===== config.mk =====
export PLATFORM = sky130hd
export DESIGN_NAME = controller
export DESIGN_NICKNAME = d
export VERILOG_FILES = /design/src/rtl/controller.sv
export SDC_FILE = /design/constraint.sdc
export NUM_CORES = 1
export LEC_CHECK = 0
export CORE_AREA = 5 5 42 44
export CTS_CLUSTER_DIAMETER = 40
export DETAILED_ROUTE_END_ITERATION = 7
export DIE_AREA = 0 0 47 49
export PLACE_DENSITY = 0.64
export SETUP_SLACK_MARGIN = 0.02
export SYNTH_ARGS = -nofsm -noshare
export SYNTH_HDL_FRONTEND = slang
export SYNTH_SLANG_ARGS = --single-unit

===== constraint.sdc =====
create_clock -name i_clk -period 1.9 [get_ports i_clk]
set_input_delay 0.38 -clock i_clk [delete_from_list [all_inputs] [get_ports i_clk]]
set_output_delay 0.38 -clock i_clk [all_outputs]
set_load 0.03 [all_outputs]

===== src/rtl/controller.sv =====
// -----------------------------------------------------------------------------
// controller
//
// Control unit for an RV32I single-cycle processor. It decodes the opcode,
// funct3 and funct7 bit 5 of the current instruction, together with the ALU
// zero flag, into the datapath control signals. All control outputs are purely
// combinational. The only state is a sticky debug flag that records whether an
// unsupported opcode has ever been decoded since the last reset.
//
// Ports:
//   i_clk        in   1  clock, used only by the sticky illegal-opcode flag
//   i_rst_n      in   1  asynchronous active-low reset (clears o_illegal)
//   i_op         in   7  instruction opcode [6:0]
//   i_funct3     in   3  instruction funct3 [14:12]
//   i_funct7b5   in   1  instruction bit 30
//   i_zero       in   1  ALU zero flag
//   o_alucrtl    out  3  ALU control: 000 add, 001 sub, 010 and, 011 or, 101 slt
//   o_resultsrc  out  2  result mux: 00 ALU, 01 memory, 10 PC+4
//   o_immsrc     out  2  immediate format: 00 I, 01 S, 10 B, 11 J
//   o_memwrite   out  1  data memory write enable
//   o_pcsrc      out  1  1 = PC+imm target, 0 = PC+4
//   o_alusrc     out  1  1 = immediate as ALU operand B, 0 = rs2
//   o_regwrite   out  1  register file write enable
//   o_jump       out  1  jump instruction flag
//   o_illegal    out  1  sticky unsupported-opcode flag
// -----------------------------------------------------------------------------
module controller (
  input  logic       i_clk,
  input  logic       i_rst_n,
  input  logic [6:0] i_op,
  input  logic [2:0] i_funct3,
  input  logic       i_funct7b5,
  input  logic       i_zero,
  output logic [2:0] o_alucrtl,
  output logic [1:0] o_resultsrc,
  output logic [1:0] o_immsrc,
  output logic       o_memwrite,
  output logic       o_pcsrc,
  output logic       o_alusrc,
  output logic       o_regwrite,
  output logic       o_jump,
  output logic       o_illegal
);

  localparam logic [6:0] OP_LW    = 7'b0000011;
  localparam logic [6:0] OP_SW    = 7'b0100011;
  localparam logic [6:0] OP_RTYPE = 7'b0110011;
  localparam logic [6:0] OP_BEQ   = 7'b1100011;
  localparam logic [6:0] OP_ITYPE = 7'b0010011;
  localparam logic [6:0] OP_JAL   = 7'b1101111;

  logic       branch;
  logic [1:0] aluop;
  logic       legal;

  // Main decoder. Unsupported opcodes leave every control low so that no
  // architectural state is modified and the PC simply advances.
  always_comb begin
    o_regwrite  = 1'b0;
    o_immsrc    = 2'b00;
    o_alusrc    = 1'b0;
    o_memwrite  = 1'b0;
    o_resultsrc = 2'b00;
    branch      = 1'b0;
    aluop       = 2'b00;
    o_jump      = 1'b0;
    legal       = 1'b1;
    case (i_op)
      OP_LW: begin
        o_regwrite  = 1'b1;
        o_alusrc    = 1'b1;
        o_resultsrc = 2'b01;
      end
      OP_SW: begin
        o_immsrc   = 2'b01;
        o_alusrc   = 1'b1;
        o_memwrite = 1'b1;
      end
      OP_RTYPE: begin
        o_regwrite = 1'b1;
        aluop      = 2'b10;
      end
      OP_BEQ: begin
        o_immsrc = 2'b10;
        branch   = 1'b1;
        aluop    = 2'b01;
      end
      OP_ITYPE: begin
        o_regwrite = 1'b1;
        o_alusrc   = 1'b1;
        aluop      = 2'b10;
      end
      OP_JAL: begin
        o_regwrite  = 1'b1;
        o_immsrc    = 2'b11;
        o_resultsrc = 2'b10;
        o_jump      = 1'b1;
      end
      default: legal = 1'b0;
    endcase
  end

  // ALU decoder. Subtraction for funct3=000 needs both bit 30 and op[5]:
  // op[5] distinguishes R-type from I-type, so addi never turns into sub
  // even when its immediate happens to have bit 30 set.
  always_comb begin
    o_alucrtl = 3'b000;
    case (aluop)
      2'b01: o_alucrtl = 3'b001;
      2'b10: begin
        case (i_funct3)
          3'b000:  o_alucrtl = (i_op[5] & i_funct7b5) ? 3'b001 : 3'b000;
          3'b010:  o_alucrtl = 3'b101;
          3'b110:  o_alucrtl = 3'b011;
          3'b111:  o_alucrtl = 3'b010;
          default: o_alucrtl = 3'b000;
        endcase
      end
      default: o_alucrtl = 3'b000;
    endcase
  end

  assign o_pcsrc = (branch & i_zero) | o_jump;

  // Sticky debug flag: once set it stays set until reset.
  always_ff @(posedge i_clk or negedge i_rst_n) begin
    if (!i_rst_n) begin
      o_illegal <= 1'b0;
    end else if (!legal) begin
      o_illegal <= 1'b1;
    end
  end

endmodule


==> run summary <==
vias in the first global route: 436
Setup crit end kind: primary output
Tot Pwr: 114 µW
clock insertion delay at the later pin of the skew report: 0 ns
Final Setup Violations: 3
CP max-delay cell: or2_4
first-pass GRT wire length: 1800 µm
total wire length: 1120 µm
share of layout cells above drive strength 1: 64.3%
clk slew on worst S/H paths: 0 ns
post-route design area: 751 µm²
Power Density: 151 nW/µm²
Synth top area share: 10.7%
Hold WC Path Type: flop to flop
area growth from synthesis to layout: 206%
pin count of the biggest net entering global routing: 6
Max Cap Viol: 0
# IOs: 27
Worst Max-Slew Pin Slew: 0.312 ns
dominant cell type by area after synthesis: nand2_1
synth top area cells: nand2_1 11%, nor2_1 11%, a21oi_1 10%, dfrtp_1 10%, ha_1 10%
Post-Syn Area: 245 µm²
Post-DP HPWL: 950 µm
Syn Nets: 56
WP data arrival: 1.66 ns
final core occ: 53.6%
Final Max Tran Viols: 0
vias per inst: 4.52
Buf/Inv on CP: 3
GRT Util Overall: 9.57%
critical-path maximum fanout: 2
Post-synth EDFFs: 0
initial DRC count: 4
Crit Path Class: input port to primary output
vias after detailed routing: 452
list of most frequent post-synthesis cells: 7 x nand2_1, 7 x nor2_1, 5 x a21oi_1, 5 x nor3_1
worst setup margin: -0.140 ns
fraction of registers with async set or reset after synthesis: 100%
Top Family by Delay on Critical Path: simple AND/OR/NAND/NOR gates
Clock Skew: 0 ns
grt ovf: 0
failing checks: setup timing
CP required: 1.52 ns
Initial Utilization: 17.5%
max reg flops: 1
critical-path cell list: buf_6, or2_4, nor3_4, and2_4, ha_4, nand2_4, buf_12, nor3b_4, buf_6
kind of start point of the critical path: input port
Cell Area, Placed: 689 µm²
final antenna-violating net count: 0
Syn Area/Cell: 6.13 µm²
Worst path max stage delay: 0.25 ns
biggest regs: o_illegal: 1 flops
Setup TNS: -0.333 ns
internal power: 73.8 µW
ys flop type: dfrtp_1
final hold vios: 0
slew margin rel.: 79.1%
f_max: 490 MHz
Remaining DRCs: 0
diode count: 0
IO buf count: 26
synthesis-stage register bit count: 1
sequential fraction of the synthesis area: 10.2%
CTS Hold Bufs: 0
Most flops, register: o_illegal
Seq pwr share: 19.1%
Final #Nets: 102
placed cells: 97
1st-pass router iterations: 4
Distinct cells, synth: 17
final non-filler cell total: 100
Die H: 49 µm
Max VDD drop: 0.136 mV
die width: 47 µm
Fillers: 146
RSZ-0062 raised after global routing: true
Synth Warn #: 0
Sw Ratio: 35.0%
fin crit share: 107%
Mapped Cells: 40
core area: 1400 µm²
Row Count: 14
combinational power share: 80.9%
status: finished, violations left
antenna violations before repair: 0
Die ar.: 2300 µm²
global placement routability congestion: 0.780
clock power share: 0%
crit path time final: 2.04 ns
Avg WL per Cell: 11.2 µm
Leak: 0.342 nW
Most Frequent Cell on Critical Path: buf_6
Sw Pwr: 39.8 µW
## power by group through the flow
stage	sequential [mW]	clock, mW	combinational [mW]
3_5_place_dp	0.0217	0	0.0851
6_report	0.0217	0	0.0919
5_1_grt	0.0217	0	0.0992
4_1_cts	0.0217	0	0.0885
3_3_place_gp	0.0217	0	0.0844
2_1_floorplan	0.0217	0	0.0233
## layer usage
layer | vias up | wire [µm] | GRT usage, %
met5 | - | 0 | 0
met4 | 0 | 0 | 0
met3 | 0 | 126 | 1.48
met2 | 23 | 557 | 16.1
met1 | 198 | 437 | 13.4
li1 | 231 | - | -
## layout by cell type (no fill, tap or decap), drive strengths merged
| cell type | count |
|---|---|
| buf | 33 |
| clkdlybuf4s50 | 7 |
| nor2 | 7 |
| nand2 | 7 |
| nor3 | 5 |
| a21oi | 5 |
| clkbuf | 4 |
| nand4 | 2 |
| nand2b | 2 |
| ha | 2 |
| nor2b | 1 |
| or2 | 1 |
| and2 | 1 |
| nor3b | 1 |
| nand3 | 1 |
| o21ba | 1 |
| and3 | 1 |
| a21o | 1 |
| a211o | 1 |
| dfrtp | 1 |
## metrics by stage
| stage | hold WS (ns) | setup slack (ns) |
|---|---|---|
| 3_5_place_dp | 0.466 | -0.515 |
| 3_3_place_gp | 0.462 | -0.487 |
| 5_1_grt | 0.511 | -0.198 |
| 6_report | 0.465 | -0.140 |
| 2_1_floorplan | 0.0844 | -0.00155 |
| 4_1_cts | 0.471 | -0.246 |
## timing repair
item	CTS	global route
endpoints found under the setup margin	12	12
setup buffers	2	2
pin swaps	7	9
resized for setup	29	12
gates cloned	0	0
## cells by family (layout without fill, tap and decap cells)
| family | count (synthesis) | in the layout | share of synthesized area [%] |
|---|---|---|---|
| simple gates | 29 | 29 | 58.7 |
| compound gates | 8 | 8 | 20.9 |
| flops | 1 | 1 | 10.2 |
| fa+ha+maj | 2 | 2 | 10.2 |
| buf+inv | 0 | 44 | 0 |
## final timing paths
path                                             from                    end  slack, ns  cells after the start
worst max-delay path                          i_op[2]           o_alucrtl[1]      -0.14                      9
worst min-delay path            o_illegal$_DFFE_PN0N_  o_illegal$_DFFE_PN0N_       0.46                      1
worst max register to register  o_illegal$_DFFE_PN0N_  o_illegal$_DFFE_PN0N_       1.15                      1
worst min register to register  o_illegal$_DFFE_PN0N_  o_illegal$_DFFE_PN0N_       0.46                      1
max in group asynchronous                     i_rst_n  o_illegal$_DFFE_PN0N_       1.27                      1
min in group asynchronous                     i_rst_n  o_illegal$_DFFE_PN0N_       0.53                      1
## final cells by class
cell class	count	area, µm²	area share (%)
Multi-Input combinational cell	39	332	44.2
Sequential cell	1	25.0	3.33
Tap cell	16	20.0	2.67
Timing Repair Buffer	44	374	49.8
No activity file was read; power rests on OpenSTA's default activity.
==> patch, RTL diff (same settings) <==
Make the reset (`i_rst_n`) synchronous in one clocked block. Comments in the files are not updated.
--- a/src/rtl/controller.sv
+++ b/src/rtl/controller.sv
@@ -123,7 +123,7 @@
   assign o_pcsrc = (branch & i_zero) | o_jump;
 
   // Sticky debug flag: once set it stays set until reset.
-  always_ff @(posedge i_clk or negedge i_rst_n) begin
+  always_ff @(posedge i_clk) begin
     if (!i_rst_n) begin
       o_illegal <= 1'b0;
     end else if (!legal) begin
Behaviour: differs if i_rst_n is asserted again (counterexample within 4 cycles, from zero or initial values and one cycle with i_rst_n low); with i_rst_n held inactive, the same outputs for 10 cycles.
==> patch against the original RTL <==
- the run still ends with setup timing left
- sequential power increased by 8%
- sequential cell count unchanged
- largest power group unchanged
- hold slack improved by 51 ps
- synthesized area increased by 4.1%
- cell count decreased by 1.0%
- power increased by 7.1%
- setup slack got worse by 280 ps
- routed wire length increased by 4.5%
- clock skew unchanged
- final area decreased by 2.2%
- global-route usage increased by 0.18 points
==> patch: results (changes against the original RTL) <==
status complete, but fails checks (unchanged); failing checks setup timing (unchanged); Worst R2R Start o_illegal (unchanged); GPL Wtd Cong 0.7968 (was 0.7801); Post-Route Setup TNS -1028 ps (was -332.7 ps); Synth Net Count 58 (was 56); Mean Syn Cell Area 6.077 um^2 (was 6.131 um^2); biggest cell delay along the critical path 400 ps (was 250 ps); Peak VDD IR 0.1358 mV (was 0.1360 mV); drt first-iter violations 6 (was 4); final setup fails 3 (unchanged); hold_sp o_illegal (unchanged); # fillers 136 (was 146); CP max FO 3 (was 2); arrival time at the worst endpoint 1940 ps (was 1660 ps); first-pass GRT wire length 1814 um (was 1800 um); top cells by area in the synthesized netlist nor2_1, ha_1, nand2_1 (was nand2_1, nor2_1, a21oi_1); Total Nets Final 101 (was 102); vias in the first global route 419 (was 436); post-DP HPWL 887.2 um (was 949.7 um); worst setup path start i_op[4] (was i_op[2]); critical path's slowest cell or3_4 (was or2_4); headroom to the max-slew limit 78.08% (was 79.12%); Post-synth top cells nor2_1, nand2_1, nor3_1, or3_1 (was nand2_1, nor2_1, a21oi_1, nor3_1); final worst slack -418.3 ps (was -140.2 ps); All-Layer GR Usage 9.754% (was 9.571%); final WL 1171 um (was 1121 um); async set-reset flop share out of synthesis 0% (was 100.0%); share of cells above drive strength 1 63.86% (was 64.29%); sequential share of the synthesized area 7.843% (was 10.20%); placed cell count 91 (was 97); placed inst area 620.6 um^2 (was 689.4 um^2); routed length per instance 11.83 um (was 11.21 um); Reg clk slew, reported paths 0 ps (about the same); Synth cell types 22 (was 17); Top FF cell, synth dfxtp_1 (was dfrtp_1); placement-stage worst setup slack -783.8 ps (was -514.8 ps)
-- patch: changes by cell type after synthesis, moves of 2 or more --
cell	unedited run	this run
nor3_1	5	3
nand4_1	2	0
inv_1	0	2
or3_1	0	3
a21oi_1	5	2
-- patch: cells by family after synthesis --
kind of cell    after synthesis  synth area share, %
fa+ha+maj                     2                9.802
compound gates                7                19.12
simple gates                 28                52.95
flops                         1                7.843
buf+inv                       4                10.30
-- patch: layer usage --
| metal | vias to the layer above | wire length, um | global-route usage, % |
|---|---|---|---|
| met3 | 0 | 108 | 1.476 |
| met4 | 0 | 0 | 0 |
| li1 | 233 | - | - |
| met1 | 208 | 412 | 13.26 |
| met2 | 20 | 651 | 16.74 |
| met5 | - | 0 | 0 |
-- patch: cell type report --
class,instances,share of cell area (%)
well taps,16,2.726
inverters,2,1.022
repair buffers,43,49.23
multi-input cells,37,44.29
flip-flops and latches,1,2.726
-- patch: path summary, 6_finish.rpt --
path | to | cells after the start | slack, ps
worst max-delay path | o_alucrtl[0] | 9 | -420
worst min-delay path | o_illegal | 1 | 520
worst max register to register | o_illegal | 2 | 1000
worst min register to register | o_illegal | 1 | 520
-- patch: power by group --
part	leakage, nW	total [mW]	switching (mW)	internal, mW
Clock	0	0	0	0
Sequential	0.00844	0.0235	0.000724	0.0227
Combinational	0.301	0.0982	0.0439	0.0543
Total	0.309	0.122	0.0447	0.0770
-- patch: repair_timing --
| action | 4_1_cts | 5_1_grt |
|---|---|---|
| hold buffers | 0 | 0 |
| setup endpoints to repair | 13 | 8 |
| pin swaps | 11 | 11 |
| resized for setup | 27 | 18 |
| setup buffers | 12 | 2 |
